### src/rtl/systolic_output_deskew_pkg.sv
// Shared types and width helpers for the systolic output deskew block.
// Optional watchdog is enabled with DESKEW_TIMEOUT_EN (see systolic_output_deskew.sv).
package systolic_out_pkg;

  typedef enum logic [1:0] {
    IDLE,
    COLLECT,
    DRAIN
  } state_t;

  // Minimum one bit so degenerate sizes still produce legal vectors.
  function automatic int cnt_w(input int n);
    return (n <= 1) ? 1 : $clog2(n);
  endfunction

  // Row counters must be able to hold the value ROWS itself (the "full" marker).
  function automatic int row_cnt_w(input int rows);
    return cnt_w(rows + 1);
  endfunction

  function automatic int col_lsb(input int col, input int word_size);
    return col * word_size;
  endfunction

endpackage

### src/rtl/systolic_output_deskew_if.sv
// Row-beat output stream of the deskew block: valid/ready plus row payload.
interface systolic_output_deskew_if
  import systolic_out_pkg::*;
#(
  parameter int ROWS      = 4,
  parameter int COLS      = 4,
  parameter int WORD_SIZE = 16
);

  localparam int IDX_W = cnt_w(ROWS);

  logic                      out_valid;
  logic                      out_ready;
  logic [COLS*WORD_SIZE-1:0] out_row_data;
  logic [IDX_W-1:0]          out_row_idx;
  logic                      out_last;

  modport master (
    output out_valid,
    output out_row_data,
    output out_row_idx,
    output out_last,
    input  out_ready
  );

  modport slave (
    input  out_valid,
    input  out_row_data,
    input  out_row_idx,
    input  out_last,
    output out_ready
  );

endinterface

### src/rtl/systolic_output_deskew_col_capture.sv
// Per-column capture tracker: de-duplicates held samples and tracks the
// next buffer row for one systolic column.
module deskew_col_capture
  import systolic_out_pkg::*;
#(
  parameter  int ROWS        = 4,
  parameter  int HOLD_CYCLES = 2,
  localparam int RW          = row_cnt_w(ROWS),
  localparam int IW          = cnt_w(ROWS)
) (
  input  logic          clk,
  input  logic          rst,
  input  logic          clear,
  input  logic          active,
  input  logic          collect,
  input  logic          col_valid,
  output logic          capture,
  output logic          drop,
  output logic          full_next,
  output logic [IW-1:0] row_idx
);

  localparam int            HW        = cnt_w(HOLD_CYCLES);
  localparam logic [HW-1:0] HOLD_LAST = HW'(HOLD_CYCLES - 1);
  localparam logic [RW-1:0] ROWS_C    = RW'(ROWS);

  logic [HW-1:0] hold_q, hold_d;
  logic [RW-1:0] row_q, row_d;
  logic          qualified;
  logic          full;

  // Only the first clock of each held sample is a candidate for capture.
  always_comb begin
    full      = (row_q == ROWS_C);
    qualified = active && col_valid && (hold_q == '0);
    capture   = qualified && collect && !full;
    drop      = qualified && (!collect || full);

    hold_d = hold_q;
    if (clear || !active || !col_valid) begin
      hold_d = '0;
    end else if (hold_q == HOLD_LAST) begin
      hold_d = '0;
    end else begin
      hold_d = hold_q + 1'b1;
    end

    row_d = row_q;
    if (clear) begin
      row_d = '0;
    end else if (capture) begin
      row_d = row_q + 1'b1;
    end

    full_next = (row_d == ROWS_C);
    row_idx   = row_q[IW-1:0];
  end

  always_ff @(posedge clk) begin
    if (rst) begin
      hold_q <= '0;
      row_q  <= '0;
    end else begin
      hold_q <= hold_d;
      row_q  <= row_d;
    end
  end

endmodule

### src/rtl/systolic_output_deskew.sv
// Collects diagonally skewed systolic column outputs into a ROWS x COLS buffer
// and re-emits them one row per beat. DESKEW_TIMEOUT_EN adds a COLLECT watchdog.
module systolic_output_deskew
  import systolic_out_pkg::*;
#(
  parameter int ROWS           = 4,
  parameter int COLS           = 4,
  parameter int WORD_SIZE      = 16,
  parameter int HOLD_CYCLES    = 2,
  parameter int TIMEOUT_CYCLES = 64
) (
  input  logic                      clk,
  input  logic                      rst,
  input  logic                      start,
  input  logic [COLS-1:0]           col_valid,
  input  logic [COLS*WORD_SIZE-1:0] bottom_data,
  systolic_output_deskew_if.master  out_if,
  output logic                      busy,
  output logic                      done,
  output logic                      overflow
`ifdef DESKEW_TIMEOUT_EN
  ,
  output logic                      timeout
`endif
);

  localparam int               IW       = cnt_w(ROWS);
  localparam logic [IW-1:0]    LAST_IDX = IW'(ROWS - 1);

  state_t              state_q, state_d;
  logic [IW-1:0]       idx_q, idx_d;
  logic                done_q, done_d;
  logic                ovf_q, ovf_d;
  logic [WORD_SIZE-1:0] buf_q [ROWS][COLS];
  logic [WORD_SIZE-1:0] buf_d [ROWS][COLS];

  logic                clear_cols;
  logic                active;
  logic                in_collect;
  logic [COLS-1:0]     cap;
  logic [COLS-1:0]     drop;
  logic [COLS-1:0]     full_next;
  logic [IW-1:0]       cap_row [COLS];

`ifdef DESKEW_TIMEOUT_EN
  localparam int            WD_W     = cnt_w(TIMEOUT_CYCLES + 1);
  localparam logic [WD_W-1:0] WD_LIMIT = WD_W'(TIMEOUT_CYCLES);

  logic [WD_W-1:0] wd_q, wd_d;
  logic            to_q, to_d;
`endif

  assign clear_cols = (state_q == IDLE) && start;
  assign active     = (state_q != IDLE);
  assign in_collect = (state_q == COLLECT);

  for (genvar c = 0; c < COLS; c++) begin : g_col
    deskew_col_capture #(
      .ROWS        (ROWS),
      .HOLD_CYCLES (HOLD_CYCLES)
    ) u_capture (
      .clk       (clk),
      .rst       (rst),
      .clear     (clear_cols),
      .active    (active),
      .collect   (in_collect),
      .col_valid (col_valid[c]),
      .capture   (cap[c]),
      .drop      (drop[c]),
      .full_next (full_next[c]),
      .row_idx   (cap_row[c])
    );
  end

  // Drain entry counts captures landing on the same edge (full_next, not full).
  always_comb begin
    state_d = state_q;
    idx_d   = idx_q;
    done_d  = 1'b0;
    ovf_d   = ovf_q | (|drop);
    buf_d   = buf_q;
`ifdef DESKEW_TIMEOUT_EN
    wd_d    = wd_q;
    to_d    = to_q;
`endif

    for (int c = 0; c < COLS; c++) begin
      if (cap[c]) begin
        buf_d[cap_row[c]][c] = bottom_data[col_lsb(c, WORD_SIZE) +: WORD_SIZE];
      end
    end

    case (state_q)
      IDLE: begin
        if (start) begin
          state_d = COLLECT;
          idx_d   = '0;
          ovf_d   = 1'b0;
          for (int r = 0; r < ROWS; r++) begin
            for (int c = 0; c < COLS; c++) begin
              buf_d[r][c] = '0;
            end
          end
`ifdef DESKEW_TIMEOUT_EN
          wd_d = '0;
          to_d = 1'b0;
`endif
        end
      end
      COLLECT: begin
`ifdef DESKEW_TIMEOUT_EN
        wd_d = (|cap) ? '0 : wd_q + 1'b1;
`endif
        if (&full_next) begin
          state_d = DRAIN;
          idx_d   = '0;
        end
`ifdef DESKEW_TIMEOUT_EN
        else if (wd_d == WD_LIMIT) begin
          state_d = DRAIN;
          idx_d   = '0;
          to_d    = 1'b1;
        end
`endif
      end
      DRAIN: begin
        if (out_if.out_ready) begin
          if (idx_q == LAST_IDX) begin
            state_d = IDLE;
            idx_d   = '0;
            done_d  = 1'b1;
          end else begin
            idx_d = idx_q + 1'b1;
          end
        end
      end
      default: begin
        state_d = IDLE;
        idx_d   = '0;
      end
    endcase
  end

  always_ff @(posedge clk) begin
    if (rst) begin
      state_q <= IDLE;
      idx_q   <= '0;
      done_q  <= 1'b0;
      ovf_q   <= 1'b0;
`ifdef DESKEW_TIMEOUT_EN
      wd_q    <= '0;
      to_q    <= 1'b0;
`endif
    end else begin
      state_q <= state_d;
      idx_q   <= idx_d;
      done_q  <= done_d;
      ovf_q   <= ovf_d;
`ifdef DESKEW_TIMEOUT_EN
      wd_q    <= wd_d;
      to_q    <= to_d;
`endif
    end
  end

  // The buffer is fully rewritten on every start, so it needs no reset.
  always_ff @(posedge clk) begin
    buf_q <= buf_d;
  end

  // Row data is masked outside DRAIN so idle outputs read as zero.
  always_comb begin
    out_if.out_row_data = '0;
    if (state_q == DRAIN) begin
      for (int c = 0; c < COLS; c++) begin
        out_if.out_row_data[col_lsb(c, WORD_SIZE) +: WORD_SIZE] = buf_q[idx_q][c];
      end
    end
  end

  assign out_if.out_valid   = (state_q == DRAIN);
  assign out_if.out_row_idx = idx_q;
  assign out_if.out_last    = (state_q == DRAIN) && (idx_q == LAST_IDX);
  assign busy               = (state_q != IDLE);
  assign done               = done_q;
  assign overflow           = ovf_q;
`ifdef DESKEW_TIMEOUT_EN
  assign timeout            = to_q;
`endif

endmodule

### src/flat_wrapper.sv
// flat-port wrapper written by rule: the top's interface ports become plain ports
module systolic_output_deskew_flat import systolic_out_pkg::*;
#(
  parameter int ROWS           = 4,
  parameter int COLS           = 4,
  parameter int WORD_SIZE      = 16,
  parameter int HOLD_CYCLES    = 2,
  parameter int TIMEOUT_CYCLES = 64
)
  (clk, rst, start, col_valid, bottom_data, busy, done, overflow, out_if_out_valid, out_if_out_row_data, out_if_out_row_idx, out_if_out_last, out_if_out_ready);
  systolic_output_deskew_if #(.ROWS(ROWS), .COLS(COLS), .WORD_SIZE(WORD_SIZE)) out_if_i ();
  input  logic clk;
  input  logic rst;
  input  logic start;
  input  logic [COLS-1:0] col_valid;
  input  logic [COLS*WORD_SIZE-1:0] bottom_data;
  output logic busy;
  output logic done;
  output logic overflow;
  output wire logic [$bits(out_if_i.out_valid)-1:0] out_if_out_valid;
  output wire logic [$bits(out_if_i.out_row_data)-1:0] out_if_out_row_data;
  output wire logic [$bits(out_if_i.out_row_idx)-1:0] out_if_out_row_idx;
  output wire logic [$bits(out_if_i.out_last)-1:0] out_if_out_last;
  input wire logic [$bits(out_if_i.out_ready)-1:0] out_if_out_ready;
  assign out_if_out_valid = out_if_i.out_valid;
  assign out_if_out_row_data = out_if_i.out_row_data;
  assign out_if_out_row_idx = out_if_i.out_row_idx;
  assign out_if_out_last = out_if_i.out_last;
  assign out_if_i.out_ready = out_if_out_ready;
  systolic_output_deskew #(.ROWS(ROWS), .COLS(COLS), .WORD_SIZE(WORD_SIZE), .HOLD_CYCLES(HOLD_CYCLES), .TIMEOUT_CYCLES(TIMEOUT_CYCLES)) u_core (.clk(clk), .rst(rst), .start(start), .col_valid(col_valid), .bottom_data(bottom_data), .out_if(out_if_i), .busy(busy), .done(done), .overflow(overflow));
endmodule
### config.mk
export PLATFORM = sky130hd
export DESIGN_NAME = systolic_output_deskew_flat
export DESIGN_NICKNAME = d
export VERILOG_FILES = /design/src/rtl/systolic_output_deskew_pkg.sv /design/src/rtl/systolic_output_deskew_if.sv /design/src/rtl/systolic_output_deskew_col_capture.sv /design/src/rtl/systolic_output_deskew.sv /design/src/flat_wrapper.sv
export SDC_FILE = /design/constraint.sdc
export NUM_CORES = 1
export LEC_CHECK = 0
export BUFFER_PORTS_ARGS = -buffer_cell sky130_fd_sc_hd__buf_2
export CAP_MARGIN = 20
export CORE_MARGIN = 2
export CORE_UTILIZATION = 48
export DETAILED_ROUTE_END_ITERATION = 8
export GPL_ROUTABILITY_DRIVEN = 0
export PLACE_DENSITY = 0.75
export SLEW_MARGIN = 20
export SYNTH_ARGS = -nofsm -noshare
export SYNTH_HDL_FRONTEND = slang
export SYNTH_SLANG_ARGS = --single-unit
### constraint.sdc
create_clock -name clk -period 3.2 [get_ports clk]
set_clock_uncertainty 0.15 [all_clocks]
set_input_delay 0.48 -clock clk [delete_from_list [all_inputs] [get_ports clk]]
set_output_delay 0.48 -clock clk [all_outputs]
set_load 0.01 [all_outputs]
==> key figures, run 1 <==
Yosys
  – Yosys reg bits: ~280
  – Sequential share of the synthesized area: a little under half
  – Gate Count Post-Synth: between 1k and 1.5k
  – Synth unique cells: 40
  – Most used DFF post-synth: dfxtp_1
  – Net Count, Synth: 1479
  – Avg Inst Size Synth: a little under 9 um2
  – Synth Warn #: 0
  – Post-synth ARST share: 0%
  – EDFF count, synth: 0
  – Cell Area, Synth: approximately 12000 um2

Routing
  – Via count: between 10k and 15k
  – DR pass1 iterations: 5
  – DRC Markers: 0
  – Wirelength, routed: approximately 31 mm
  – WL/cell: between 15 and 20 um
  – DR vias/cell: between 5 and 6
  – DR iter-0 viols: around 1000
  – Antenna Violating Nets Remaining: 0

Clock network
  – Clock Latency Late Sink: 550 ps
  – Clk pin slew, worst setup/hold paths: 60 ps
  – CTS buffer count: 29
  – Maximum clock path buffer count: 3
  – Clock tree root buffer cell: clkbuf_16
  – CTS Sinks: 278
  – Setup bufs post-CTS: 0
  – # hold bufs at CTS: 0
  – H-tree Lvls: 1
  – Post_cts resized: 0
  – CTS tree: built

Worst setup path
  – Critical path depth: 5
  – R2R cell count: 8
  – CP Max Fanout: 40
  – CP delay by family, top: buffers and inverters
  – CP Data Required Time: 2570 ps
  – CP endpoint: out_if_out_row_data[33]
  – Slowest CP cell: dfxtp_1
  – Worst stage delay on the critical path: between 600 and 700 ps
  – Critical R2R Capture: u_core.buf_q[134]
  – Worst Path Buf+Inv: 3
  – Arr. time, crit path: ~2400 ps
  – Critical path startpoint category: flip-flop
  – Critical path class: reg -> out
  – Cell Chain, Critical Path: nand2b_1 > inv_2 > buf_12 > and2_1 > buf_2
  – R2R Path Start: u_core.g_col[3].u_capture.row_q[0]
  – Worst Setup SP: u_core.state_q[1]
  – R2R Setup Slk: about 590 ps
  – Crit. End Element: output pin

Floorplan
  – Die height: approximately 160 um
  – Die W: ~160 um
  – Initial core utilization: about half
  – Core Region: between 20000 and 30000 um2
  – FP Rows: 58
  – Die area: 27000 um2
  – Ports: 143

GRT
  – First-pass GRT wire length: ~50 mm
  – Initial antenna violation count: 4
  – Overall routing resource usage: between 20% and 30%
  – Vias in the first global route: slightly below 10k
  – Gr ovfl total: 0
  – Largest net degree at the start of global routing: between 100 and 150

Worst hold path
  – Worst hold path type: in -> reg

Finish
  – P&R area growth vs syn: 15.1%
  – Nets@finish: ~1.6k
  – Layout cells sized above 1: between 10% and 20%
  – Fillers: about 2.2k

STA
  – Final Max Slew Viols: 0
  – Final hold viol count: 0
  – Setup TNS: 0 ps
  – Tightest Pin Transition: slightly below 800 ps
  – Setup violators final: 0
  – Final period util: between 90 and 100%
  – RSZ-0062 raised after global routing: no
  – Fin crit period: 2980 ps
  – Final hold slack: about 44 ps
  – Achievable Freq: between 300 and 400 MHz
  – Worst rel slew slack: 47.0%

Power
  – Maximum vdd drop: about 0.38 mV
  – Pwr Total: between 7 and 8 mW
  – Pwr Density: 520 nW/um2
  – Leak: ~5.2 nW

Run status
  – Status: finished, final reports clean

Place
  – I/O Buffers: 142
  – Hpwl dp: between 15 and 20 mm

Run
  – Max Cap Viol: 0
## state kept, by name (all words and copies together) (netlist names)
signal / flops
u_core.buf_q: 256
u_core.g_col.u_capture.row_q: 12
u_core.g_col.u_capture.hold_q: 4
u_core.out_if.out_row_idx: 2
u_core.state_q: 2
u_core.done: 1
u_core.overflow: 1
## power breakdown
group	internal, mW	total [mW]	switching (mW)	leakage (nW)
combinational	0.203	0.494	0.291	2.52
sequential	3.54	3.59	0.0463	2.25
clock	1.91	3.30	1.39	0.475
## cells in the final DEF, fill, tap and decap left out, drive strengths merged, types with 4 or more instances in the layout
cell	count
a21oi	210
a31oi	8
and2	72
and3	13
buf	169
clkbuf	42
clkinv	9
dfxtp	278
ha	17
inv	16
mux2i	52
mux4	64
nand2	356
nand2b	5
nand3	81
nor2	63
nor2b	9
o21ba	4
o22ai	6
xnor2	4
## worst min path at each step
stage	startpoint	end	slack [ps]	cells past startpoint
after global routing	bottom_data[5]	u_core.buf_q[53]	50	3
after global placement	u_core.buf_q[31]	u_core.buf_q[31]	290	2
after CTS	rst	u_core.done	30	2
after detailed placement	u_core.buf_q[79]	u_core.buf_q[79]	290	2
final	rst	u_core.done	40	2
after floorplan	u_core.buf_q[100]	u_core.buf_q[100]	280	2
## cells in the mapped netlist, types with 2 or more instances
master / count / area share [%]
ha_1: 17 / 1.7
nand2_1: 355 / 11
nor2b_1: 8 / 0.41
clkbuf_1: 57 / 1.7
and3b_1: 3 / 0.21
buf_1: 10 / 0.30
nor3_1: 3 / 0.12
a311oi_2: 2 / 0.24
or2_2: 2 / 0.10
xnor2_1: 4 / 0.28
inv_1: 14 / 0.43
and4_1: 3 / 0.21
o22ai_1: 6 / 0.30
dfxtp_1: 278 / 45
buf_6: 4 / 0.37
nand2b_1: 5 / 0.25
mux4_2: 64 / 12
o21ba_2: 4 / 0.32
mux2i_1: 52 / 4.2
buf_4: 5 / 0.30
o21ai_0: 2 / 0.081
nand3_1: 81 / 3.3
and2_1: 72 / 3.7
and3_1: 13 / 0.66
nor2_1: 63 / 1.9
buf_2: 33 / 1.3
a31oi_1: 8 / 0.41
a21oi_1: 210 / 8.5
## stage by stage
step / setup slack [ps] / utilization, % / cell area, um2 / instances
6_report: 218 / 56.4 / 14200 / 1837
5_1_grt: 41.4 / 56.4 / 14200 / 1836
4_1_cts: 9.47 / 56.3 / 14200 / 1833
3_5_place_dp: 573 / 52.6 / 13200 / 1779
3_3_place_gp: 632 / 52.6 / 13200 / 1779
2_1_floorplan: 851 / - / 12300 / 1390
## metal layers
layer,vias to the layer above,global-route usage (%),wire [um]
met2,343,39.0,15200
met1,4877,30.3,13600
met5,-,0,0
li1,4928,-,-
met3,53,3.33,1930
met4,0,6.06,628
## worst reg2reg max path, stage by stage (launching register included)
cell and delay (ps):
dfxtp_1 430, inv_1 90, ha_1 260, nand2_1 150
and3_1 350, buf_4 300, nand2_1 410, nand2_1 220
a21oi_1 90
## layout make-up
class / count / area, um2 / area share [%]
clock buffers: 42 / 845 / 5.95
flip-flops and latches: 278 / 5570 / 39.2
inverters: 14 / 52.6 / 0.370
diodes: 3 / 7.51 / 0.0529
repair buffers: 169 / 988 / 6.96
multi-input cells: 989 / 6230 / 43.9
clock inverters: 12 / 95.1 / 0.670
well taps: 330 / 413 / 2.91
## cell families after synthesis
logic type | synth area share [%]
AND/OR/NAND/NOR | 22.2
flip-flops | 45.1
AO/OA/AOI/OAI | 10.3
buffers and inverters | 4.47
multiplexers | 15.9
adder cells (fa/ha/maj) | 1.72
XOR/XNOR | 0.284
(Power assumes the default switching activity.)
==> inputs of run 2 (changes only) <==
--- a/config.mk
+++ b/config.mk
@@ -11,7 +11,7 @@
 export CORE_UTILIZATION = 48
 export DETAILED_ROUTE_END_ITERATION = 8
 export GPL_ROUTABILITY_DRIVEN = 0
-export PLACE_DENSITY = 0.75
+export PLACE_DENSITY_LB_ADDON = 0.12
 export SLEW_MARGIN = 20
 export SYNTH_ARGS = -nofsm -noshare
 export SYNTH_HDL_FRONTEND = slang
==> run 2 against run 1 <==
Effect of this change: fmax down 1.4%; via count decreased by 1.7%; worst hold slack got worse by 11 ps; power is 5.6% higher; cell count shrank 0.16%; sequential share of layout area fell by 0.37 points; first-iteration DRC count is 32% lower; sequential cell count stayed put; critical path depth did not move; wire length rose by 1.1%; setup slack got worse by 42 ps; register-to-register slack lost 20 ps; critical endpoint is now out_if_out_row_data[7]; largest power group is now clock.
==> key figures, run 2 (same netlist as run 1, synthesis figures left out) <==
Run status
  – Status: finished, final reports clean

Finish
  – Nets@finish: about 1.6k
  – Max FFs per register: 256
  – Fillers: approximately 2.3k
  – Most frequent cells in the layout: 355 x nand2_1, 276 x dfxtp_1, 210 x a21oi_1, 142 x buf_2, 81 x nand3_1
  – Register with the most flip-flops: u_core.buf_q
  – Antenna Cells: 0
  – Util after Layout: 56.9%
  – Biggest regs: u_core.buf_q x256, u_core.g_col.u_capture.row_q x12, u_core.g_col.u_capture.hold_q x4
  – Final Non-Filler Cells: between 1.5k and 2k
  – Layout cells sized above 1: 20.0%
  – Multi-input logic area: about 6200 um2
  – Sequential cell area: approximately 5600 um2
  – P&R area growth vs syn: 16.2%
  – Commonest non-fill, non-tap cell in the layout: nand2_1

Floorplan
  – Ports: 143
  – Die area: 27000 um2
  – Initial core utilization: roughly half
  – Die W: ~160 um
  – FP Rows: 58
  – Core Region: 25200 um2
  – Die height: about 160 um

Worst setup path
  – Crit. End Element: output pin
  – R2R cell count: 8
  – Critical path startpoint category: flip-flop
  – Critical path class: reg -> out
  – Critical R2R Capture: u_core.buf_q[85]
  – Arr. time, crit path: 2390 ps
  – CP Max Fanout: 32
  – R2R Setup Slk: between 500 and 600 ps
  – R2R Path Start: u_core.g_col[2].u_capture.row_q[0]
  – CP Data Required Time: ~2600 ps

Place
  – Post-Place Cells: ~1.8k
  – I/O Buffers: approximately 140
  – Hpwl dp: 19.4 mm
  – Pre-CTS setup slack: 555 ps

STA
  – Tightest Pin Transition: 847 ps
  – Final hold viol count: 0
  – Final Max Slew Viols: 0
  – Achievable Freq: between 300 and 400 MHz
  – Fin crit period: just over 3000 ps
  – Worst rel slew slack: between 40% and 50%
  – Setup violators final: 0
  – Setup ws final: 176 ps
  – Setup TNS: 0 ps
  – Final period util: about 94%
  – RSZ-0062 raised after global routing: no

Routing
  – DR vias/cell: approximately 5.5
  – Wirelength, routed: 31.7 mm
  – Via count: around 10k
  – DRC Markers: 0
  – WL/cell: approximately 17 um
  – DR pass1 iterations: 5
  – DR iter-0 viols: between 600 and 700
  – Antenna Violating Nets Remaining: 0

GRT
  – First-pass GRT wire length: 50.5 mm
  – Largest net degree at the start of global routing: approximately 150
  – Overall routing resource usage: 23.2%
  – Gr ovfl total: 0
  – Initial antenna violation count: 0
  – Vias in the first global route: around 9.7k

Clock network
  – Clock tree root buffer cell: clkbuf_16
  – CTS tree: built
  – CTS buffer count: 30
  – Maximum clock path buffer count: 3
  – Clock Latency Late Sink: 540 ps
  – CTS Sinks: 278
  – Clk pin slew, worst setup/hold paths: around 60 ps
  – # hold bufs at CTS: 0
  – H-tree Lvls: 1

Run
  – Max Cap Viol: 0

Power
  – Maximum vdd drop: approximately 0.48 mV
  – Pwr Density: ~540 nW/um2
  – Leak: 5.31 nW

Worst hold path
  – Worst Hold End: u_core.out_if.out_row_idx[0]
  – Hold depth: 2
  – HP Start: rst
  – Worst hold path type: in -> reg
-- run 2: changes by cell type in the layout (fill, tap and decap cells not counted), sizes merged --
cell,delta
clkinvlp,+3
inv,-1
clkinv,-5
bufinv,+3
diode,-3
-- run 2: worst max path at each step --
stage,startpoint,endpoint,slack [ps],depth (start not counted)
final,u_core.state_q[1],out_if_out_row_data[7],180,5
after global routing,u_core.state_q[1],out_if_out_row_data[7],30,5
after CTS,u_core.out_if.out_row_idx[0],out_if_out_row_data[8],40,4
after detailed placement,u_core.g_col[2].u_capture.row_q[0],u_core.buf_q[85],550,8
after global placement,u_core.g_col[2].u_capture.row_q[0],u_core.buf_q[85],580,8
after floorplan,u_core.out_if.out_row_idx[0],out_if_out_row_data[0],850,4
-- run 2: per-layer routing --
metal | vias up | track usage [%] | wire length, um
met5 | - | 0 | 0
met4 | 0 | 3.87 | 281
met3 | 27 | 3.23 | 1630
met2 | 252 | 38.7 | 14900
met1 | 4813 | 32.6 | 14900
li1 | 4932 | - | -
-- run 2: worst max-delay path, cell delays in order, from the launching register on --
cell and delay, ps:
dfxtp_1 620, nand2b_1 190, inv_2 280, buf_4 390, and2_1 220, buf_2 140
-- run 2: where the power goes --
group | total [mW] | internal, mW | switching, mW
sequential | 3.59 | 3.54 | 0.0447
clock | 3.71 | 2.29 | 1.42
combinational | 0.497 | 0.206 | 0.291
-- run 2: final cells by class --
class | count | area share, %
Clock buffer | 42 | 6.33
Clock inverter | 12 | 1.22
Inverter | 14 | 0.367
Multi-Input combinational cell | 989 | 43.4
Sequential cell | 278 | 38.9
Tap cell | 330 | 2.88
Timing Repair Buffer | 169 | 6.89
-- run 2: through the flow --
step	power (mW)	hold WS, ps	area (um2)
floorplan	3.98	283	12300
global placement	4.15	288	13200
detailed placement	4.16	293	13200
CTS	7.87	9.91	14300
global route	8.07	32.0	14300
finish	7.80	33.0	14300
-- run 2: timing repair --
| item | CTS | global route |
|---|---|---|
| setup buffers | 0 | 1 |
| resized for setup | 0 | 0 |
| endpoints found under the hold margin | 0 | 0 |
| setup endpoints to repair | 0 | 3 |
==> inputs of run 3 (changes only) <==
--- a/config.mk
+++ b/config.mk
@@ -12,6 +12,7 @@
 export DETAILED_ROUTE_END_ITERATION = 8
 export GPL_ROUTABILITY_DRIVEN = 0
 export PLACE_DENSITY_LB_ADDON = 0.12
+export SETUP_SLACK_MARGIN = 0.5
 export SLEW_MARGIN = 20
 export SYNTH_ARGS = -nofsm -noshare
 export SYNTH_HDL_FRONTEND = slang
==> run 3 against run 2 <==
Effect of this change: setup slack improved by 340 ps; first-iteration DRC count rose by 14%; worst hold slack improved by 3.4 ps; die area did not move; wire length rose by 4.2%; via count rose by 1.4%; critical path type unchanged.
==> key figures, run 3 (same netlist as run 1, synthesis figures left out) <==
Worst setup path
  – Arr. time, crit path: around 2100 ps
  – Critical path startpoint category: flip-flop
  – Cell Chain, Critical Path: buf_12 > clkbuf_16 > mux4_2 > and2_4 > buf_6
  – Slowest CP cell: mux4_2
  – CP delay by family, top: multiplexers
  – Critical path class: reg -> out
  – CP Data Required Time: ~2600 ps
  – Worst Path Buf+Inv: 3
  – CP Max Fanout: 8
  – Worst stage delay on the critical path: between 400 and 500 ps
  – Crit. End Element: output pin

STA
  – Final period util: around 84%
  – Worst rel slew slack: around 44%
  – Setup ws final: ~510 ps
  – Achievable Freq: around 370 MHz
  – Setup violators final: 0
  – Final hold slack: ~36 ps
  – Tightest Pin Transition: 837 ps
  – Fin crit period: 2690 ps
  – RSZ-0062 raised after global routing: yes
  – Final hold viol count: 0
  – Setup TNS: 0 ps
  – Final Max Slew Viols: 0

Floorplan
  – Ports: 143
  – Die height: 164 um
  – Initial core utilization: roughly half
  – Die W: roughly 160 um
  – FP Rows: between 50 and 60
  – Die area: 27000 um2
  – Core Region: 25200 um2

GRT
  – First-pass GRT wire length: roughly 51 mm
  – Overall routing resource usage: about a quarter
  – Largest net degree at the start of global routing: 149
  – Initial antenna violation count: 0
  – Gr ovfl total: 0
  – Vias in the first global route: ~9.8k

Clock network
  – Clk pin slew, worst setup/hold paths: about 60 ps
  – Maximum clock path buffer count: 3
  – CTS tree: built
  – Clock tree root buffer cell: clkbuf_16
  – H-tree Lvls: 1
  – CTS Sinks: 278
  – CTS buffer count: 30
  – # hold bufs at CTS: 0
  – Clock Latency Late Sink: approximately 540 ps

Finish
  – Nets@finish: ~1.6k
  – Commonest non-fill, non-tap cell in the layout: nand2_1
  – Final Non-Filler Cells: 1852
  – Biggest regs: u_core.buf_q x256, u_core.g_col.u_capture.row_q x12, u_core.g_col.u_capture.hold_q x4
  – Antenna Cells: 0
  – Layout cells sized above 1: a little under a quarter
  – Util after Layout: 59.4%
  – Design area: 15000 um2
  – Fillers: between 2k and 2.5k
  – P&R area growth vs syn: 21.2%
  – Register with the most flip-flops: u_core.buf_q
  – Max FFs per register: 256
  – Most frequent cells in the layout: 350 x nand2_1, 275 x dfxtp_1, 210 x a21oi_1, 118 x buf_2, 81 x nand3_1

Power
  – Pwr Total: between 7 and 8 mW
  – Pwr Density: 522 nW/um2
  – Combinational Power Share: 6.4%
  – Leak: 5.53 nW
  – Net Sw Frac: a little under a quarter
  – Flop pwr share: 45.9%
  – Maximum vdd drop: ~0.47 mV
  – P_sw: ~1.8 mW
  – Power share of the clock group: between 40 and 50%
  – Internal Pwr Total: approximately 6.0 mW

Place
  – Hpwl dp: between 15 and 20 mm
  – Placed Instance Area: approximately 13000 um2
  – I/O Buffers: between 100 and 150
  – Post-Place Cells: roughly 1.8k
  – Pre-CTS setup slack: 555 ps

Run status
  – Status: finished, final reports clean

Routing
  – DR iter-0 viols: around 770
  – Via count: 10.2k
  – Antenna Violating Nets Remaining: 0
  – Wirelength, routed: between 30 and 40 mm
  – WL/cell: around 18 um
  – DR vias/cell: between 5 and 6
  – DRC Markers: 0
  – DR pass1 iterations: 5

Worst hold path
  – Worst hold path type: in -> reg

Run
  – Max Cap Viol: 0
==> run 3: cell count changes in the layout (fill, tap and decap cells not counted), moves of 6 or more <==
| cell | previous run | this run |
|---|---|---|
| and2_1 | 72 | 40 |
| buf_6 | 0 | 25 |
| buf_12 | 6 | 12 |
| buf_2 | 142 | 118 |
| and2_4 | 0 | 30 |
==> run 3: routing by layer <==
metal	vias to the layer above	wire length (um)	part of all wire [%]	track usage (%)
met5	-	0	0	0
met1	4881	15600	47	33.3
met4	0	299	0.90	3.87
met3	29	1660	5.0	3.28
met2	275	15500	47	40.0
li1	4977	-	-	-
==> run 3: worst paths after layout <==
path                                startpoint                           end  slack [ps]  cells past startpoint
hold reg to reg               u_core.buf_q[21]              u_core.buf_q[21]         300                      2
setup reg to reg             u_core.state_q[0]              u_core.buf_q[61]         600                      6
setup / recovery  u_core.out_if.out_row_idx[0]       out_if_out_row_data[63]         510                      5
hold / removal                             rst  u_core.out_if.out_row_idx[0]          40                      2
==> run 3: what timing repair did <==
| action | 4_1_cts | 5_1_grt |
|---|---|---|
| pin swaps | 0 | 37 |
| endpoints found under the setup margin | 66 | 170 |
| setup buffers | 7 | 6 |
| gates resized for setup | 16 | 67 |
| cloned | 1 | 5 |
==> run 3: area by class of cell <==
cell class | count | area [um2] | share of cell area [%]
Tap cell | 330 | 413 | 2.76
Multi-Input combinational cell | 989 | 6320 | 42.2
Clock inverter | 12 | 175 | 1.17
Sequential cell | 278 | 5570 | 37.3
Timing Repair Buffer | 187 | 1520 | 10.1
Inverter | 14 | 55.1 | 0.368
Clock buffer | 42 | 907 | 6.06
==> run 3: power by group through the flow <==
stage          Clock, mW  Sequential, mW  Combinational [mW]
5_1_grt             3.93            3.60               0.549
6_report            3.72            3.59               0.502
4_1_cts             3.78            3.59               0.497
3_5_place_dp           0            3.66               0.496
3_3_place_gp           0            3.66               0.490
2_1_floorplan          0            3.65               0.331
